`config.mk`:
```
export PLATFORM = sky130hd
export DESIGN_NAME = lane_serializer_flat
export DESIGN_NICKNAME = d
export VERILOG_FILES = /design/src/rtl/lane_serializer_pkg.sv /design/src/rtl/lane_serializer_if.sv /design/src/rtl/lane_serializer.sv /design/src/flat_wrapper.sv
export SDC_FILE = /design/constraint.sdc
export NUM_CORES = 1
export LEC_CHECK = 0
export ABC_AREA = 1
export CORE_UTILIZATION = 46
export DETAILED_ROUTE_END_ITERATION = 7
export PLACE_DENSITY = 0.71
export SLEW_MARGIN = 15
export SYNTH_ARGS = -nofsm -noshare
export SYNTH_HDL_FRONTEND = slang
export SYNTH_SLANG_ARGS = --single-unit
```
`constraint.sdc`:
```
create_clock -name clk_32f -period 1.9 [get_ports clk_32f]
set_clock_uncertainty 0.15 [all_clocks]
set_input_delay 0.19 -clock clk_32f [delete_from_list [all_inputs] [get_ports clk_32f]]
set_output_delay 0.19 -clock clk_32f [all_outputs]
set_load 0.01 [all_outputs]
```
`src/rtl/lane_serializer_pkg.sv`:
```
// Shared phy-lane definitions: byte width, comma symbol and serializer FSM encoding.
// The comma value is shared with the receiver's comma detector.
package lane_serializer_pkg;

    // Width of one lane symbol.
    localparam int unsigned BYTE_W = 8;

    // Bit-counter width needed to index one symbol.
    localparam int unsigned BIT_CNT_W = $clog2(BYTE_W);

    // Default comma / idle symbol.
    localparam logic [BYTE_W-1:0] IDLE_CHAR_DEF = 8'hBC;

    // Serializer state: SYNC sends the training run, RUN accepts data.
    typedef enum logic {
        StSync = 1'b0,
        StRun  = 1'b1
    } ser_state_e;

endpackage

```
`src/rtl/lane_serializer_if.sv`:
```
// Byte-side handshake plus lane outputs of one transmit lane serializer.
// master: the upstream byte source / observer; slave: the serializer itself.
interface lane_serializer_if;
    import lane_serializer_pkg::*;

    logic [BYTE_W-1:0] data_in;
    logic              valid_in;
    logic              ready_out;
    logic              serial_out;
    logic              data_flag;
    logic              active_out;

    modport master (
        output data_in,
        output valid_in,
        input  ready_out,
        input  serial_out,
        input  data_flag,
        input  active_out
    );

    modport slave (
        input  data_in,
        input  valid_in,
        output ready_out,
        output serial_out,
        output data_flag,
        output active_out
    );

endinterface

```
`src/rtl/lane_serializer.sv`:
```
// Transmit lane serializer: turns a valid-qualified byte stream into an MSB-first
// bit stream. After reset it sends SYNC_COUNT commas for receiver byte alignment,
// then sends data bytes when offered and commas otherwise.
module lane_serializer
    import lane_serializer_pkg::*;
#(
    parameter logic [BYTE_W-1:0] IDLE_CHAR  = IDLE_CHAR_DEF,
    parameter int unsigned       SYNC_COUNT = 4
) (
    input  logic             clk_32f,
    input  logic             reset_L,
    lane_serializer_if.slave bus
);

    // sync_cnt only needs to hold 0..SYNC_COUNT-1; it clears on the last comma.
    localparam int unsigned SyncW = (SYNC_COUNT > 1) ? $clog2(SYNC_COUNT) : 1;
    localparam logic [SyncW-1:0]     SyncLast = SyncW'(SYNC_COUNT - 1);
    localparam logic [BIT_CNT_W-1:0] LastBit  = BIT_CNT_W'(BYTE_W - 1);

    logic [BIT_CNT_W-1:0] r_bit_cnt;
    logic [BYTE_W-1:0]    r_shift_reg;
    logic [SyncW-1:0]     r_sync_cnt;
    logic                 r_data_flag;
    ser_state_e           r_state;

    logic                 w_load;
    logic                 w_run;

    // Load edge: the bit counter sits on the last bit of the current symbol.
    always_comb begin
        w_load = (r_bit_cnt == LastBit);
        w_run  = (r_state == StRun);
    end

    // Bit counter, shift register and SYNC/RUN sequencing share one register block.
    always_ff @(posedge clk_32f or negedge reset_L) begin
        if (!reset_L) begin
            r_bit_cnt   <= LastBit;
            r_shift_reg <= '0;
            r_sync_cnt  <= '0;
            r_data_flag <= 1'b0;
            r_state     <= StSync;
        end else begin
            r_bit_cnt <= r_bit_cnt + BIT_CNT_W'(1);
            if (w_load) begin
                case (r_state)
                    StSync: begin
                        r_shift_reg <= IDLE_CHAR;
                        r_data_flag <= 1'b0;
                        if (r_sync_cnt == SyncLast) begin
                            r_state    <= StRun;
                            r_sync_cnt <= '0;
                        end else begin
                            r_sync_cnt <= r_sync_cnt + SyncW'(1);
                        end
                    end
                    StRun: begin
                        // No escaping: a data byte equal to the comma still flags as data.
                        if (bus.valid_in) begin
                            r_shift_reg <= bus.data_in;
                            r_data_flag <= 1'b1;
                        end else begin
                            r_shift_reg <= IDLE_CHAR;
                            r_data_flag <= 1'b0;
                        end
                    end
                    default: begin
                        r_shift_reg <= IDLE_CHAR;
                        r_data_flag <= 1'b0;
                        r_state     <= StSync;
                        r_sync_cnt  <= '0;
                    end
                endcase
            end else begin
                r_shift_reg <= {r_shift_reg[BYTE_W-2:0], 1'b0};
            end
        end
    end

    // Lane outputs: serial_out comes straight from a flop; ready_out is the only
    // combinational output and depends on state only, never on inputs.
    always_comb begin
        bus.serial_out = r_shift_reg[BYTE_W-1];
        bus.data_flag  = r_data_flag;
        bus.active_out = w_run;
        bus.ready_out  = w_run && w_load;
    end

endmodule
```
`src/flat_wrapper.sv`:
```
// flat-port wrapper written by rule: the top's interface ports become plain ports
module lane_serializer_flat import lane_serializer_pkg::*;
#(
    parameter logic [BYTE_W-1:0] IDLE_CHAR  = IDLE_CHAR_DEF,
    parameter int unsigned       SYNC_COUNT = 4
)
  (clk_32f, reset_L, bus_data_in, bus_valid_in, bus_ready_out, bus_serial_out, bus_data_flag, bus_active_out);
  lane_serializer_if bus_i ();
  input  logic clk_32f;
  input  logic reset_L;
  input wire logic [$bits(bus_i.data_in)-1:0] bus_data_in;
  input wire logic [$bits(bus_i.valid_in)-1:0] bus_valid_in;
  output wire logic [$bits(bus_i.ready_out)-1:0] bus_ready_out;
  output wire logic [$bits(bus_i.serial_out)-1:0] bus_serial_out;
  output wire logic [$bits(bus_i.data_flag)-1:0] bus_data_flag;
  output wire logic [$bits(bus_i.active_out)-1:0] bus_active_out;
  assign bus_i.data_in = bus_data_in;
  assign bus_i.valid_in = bus_valid_in;
  assign bus_ready_out = bus_i.ready_out;
  assign bus_serial_out = bus_i.serial_out;
  assign bus_data_flag = bus_i.data_flag;
  assign bus_active_out = bus_i.active_out;
  lane_serializer #(.IDLE_CHAR(IDLE_CHAR), .SYNC_COUNT(SYNC_COUNT)) u_core (.clk_32f(clk_32f), .reset_L(reset_L), .bus(bus_i));
endmodule
```
==> results.cfg <==
[yosys]
synth_xor_area_share_pct = 0
yosysSeqAreaShare_pct = 57.71
syn-num-nets = 86
syn_area_per_cell_sq_um = 9.123
synth_area_leaders = dfrtp_1 46%, nand2_1 17%, dfstp_2 12%
synth_simple_gate_area_share_pct = 26.29
synthCells = 72
yosysWarningCount = 0
synthesis.area_sq_um = 656.9
synth_top_area_share_pct = 45.71
synthAdderAreaFrac_pct = 5.714
synth.largest_area_cell = dfrtp_1
synth-compound-area-share_pct = 0
synthMuxAreaShare_pct = 0
synth_top_family_by_area = simple AND/OR/NAND/NOR gates
yosysUniqueCellTypes = 13
ys_seq_elements = 15

[route]
drt_iter0_drc = 6
dr.pass1.iters = 4
drt-total-wl_um = 1120
viasPerCell = 4.800
drc = 0
ant_nets = 0
vias = 504
wl_per_cell_um = 10.67

[die]
start_util_pct = 49.86
die_area_sq_um = 1583
chipHeight_um = 39.79
pin_count = 15
die_width_um = 39.79
rows = 13
core_sq_um = 1318

[power_and_ir_drop]
irDropWorstVdd_mv = 0.4993
p_leak_nw = 0.4462
power_mw = 0.5537
power.density_nw_per_um2 = 667.5

[setup_path]
required_ns = 1.56
path_class = reg -> out
critPathMaxFanout = 2
rrSetupSlack_ns = 0.35
r2r_end = u_core.r_shift_reg[7]$_DFF_PN0_
endpoint_kind = output pin
timing.rr.start = u_core.r_bit_cnt[0]$_DFF_PN1_
rr_worst_depth = 6
crit_path_start_kind = register
cp.arrival_ns = 1.36

[grt]
grt_first_pass_wirelength_um = 1676
grt_pass1_vias = 387
grt_util_all_layers_pct = 17.01
grt_remaining_overflow = 0
grt_antenna_before_repair = 0
grt_start_max_net_pins = 16

[clock_tree]
clk_latency_ns = 0.27
max-clock-path-buffers = 2
cts_made_buffers = 3
cts.sinks = 15
clock-root-buffer = clkbuf_4
cts_tree = built
htreeDepth = 1
clk_pin_slew_ns = 0.09

[timing]
rsz0062_at_grt = no
whs_ns = 0.06397
finalCriticalPeriod_ns = 1.704
fmax_mhz = 586.7
max_slew_margin_pct = 76.87
final.setup.tns_ns = 0
setup_violations = 0
slew_viol_final = 0
setup_ws_ns = 0.1957
finalHoldViolations = 0
tightest_slew_ns = 0.3459
fin_crit_sh_pct = 89.70

[outcome]
status = finished clean

[cells_and_area]
diodes = 0
post-route-util_pct = 62.96
n_fill_cell = 120
layout-drive-gt1-share_pct = 14.44
final_cell_mix = 29 x nand2_1, 13 x clkdlybuf4s50_1, 12 x dfrtp_1, 9 x inv_1, 7 x nand3_1
fin_nets = 105
layout.cells.most_common = nand2_1
largest_reg_flops = 8
area_delta_synth_final_pct = 26.29

[placement]
place_ws_ns = 0.09464
place_congestion = 0.7035
dp_hpwl_um = 762.3
port_buffers = 14

[job]
drv_cap = 0

[min_path]
hp-class = in -> async
-- critical path, stage by stage, from the launching register on --
cell,delay [ns]
dfstp_2,0.54
ha_1,0.14
ha_1,0.16
nand2_1,0.07
inv_2,0.06
clkbuf_2,0.12
-- how the worst max path moves through the flow --
stage,slack (ns),endpoint,cells after the start,startpoint
2_1_floorplan,0.56,u_core.r_shift_reg[1]$_DFF_PN0_,5,u_core.r_bit_cnt[0]$_DFF_PN1_
3_3_place_gp,0.11,bus_ready_out,5,u_core.r_bit_cnt[0]$_DFF_PN1_
3_5_place_dp,0.09,bus_ready_out,5,u_core.r_bit_cnt[0]$_DFF_PN1_
4_1_cts,0.04,bus_ready_out,5,u_core.r_bit_cnt[0]$_DFF_PN1_
5_1_grt,0.08,bus_ready_out,5,u_core.r_bit_cnt[0]$_DFF_PN1_
6_report,0.20,bus_ready_out,5,u_core.r_bit_cnt[0]$_DFF_PN1_
-- area by class of cell --
class,count,area [sq um],share of cell area (%)
timing repair buffer,17,157.7,19.00
tap,15,18.77,2.262
clock buffer,4,26.28,3.167
multi-input combinational,44,210.2,25.34
sequential,15,379.1,45.70
inverter,10,37.54,4.525
-- metrics by stage --
stage	cells	cell area, sq um
2_1_floorplan	72	656.9
4_1_cts	105	833.3
3_5_place_dp	101	808.3
5_1_grt	105	829.5
6_report	105	829.5
3_3_place_gp	101	808.3
-- where the power goes --
group          leakage [nW]  switching (mW)  internal (mW)  total (mW)
registers             0.174         0.00248          0.328       0.330
clock network        0.0150          0.0936         0.0813       0.175
logic                 0.257          0.0199         0.0288      0.0487
total                 0.446           0.116          0.438       0.554
-- metal layers --
layer	vias up	part of all wire, %	global-route usage, %
met2	12	44	22.95
met4	0	1.1	10.34
met3	2	6.1	5.114
li1	257	-	-
met1	233	48	23.44
met5	-	0	0
-- logic make-up (layout without fill, tap and decap cells) --
group,Yosys count,after routing
adder cells (fa/ha/maj),3,3
buffers and inverters,13,31
flip-flops,15,15
AND/OR/NAND/NOR,41,41
-- synthesized netlist by cell type --
master / number
buf_4: 1
buf_6: 2
dfrtp_1: 12
dfstp_2: 3
ha_1: 3
inv_1: 9
inv_2: 1
nand2_1: 29
nand2_2: 1
nand3_1: 7
nand4_1: 2
nor2_1: 1
nor2_2: 1
-- timing repair --
| item | CTS | global route |
|---|---|---|
| setup buffers | 0 | 0 |
| endpoints found under the setup margin | 1 | 1 |
| resized for setup | 1 | 2 |
| hold buffers | 0 | 0 |
Note: power is estimated with default switching activity, not from simulation.
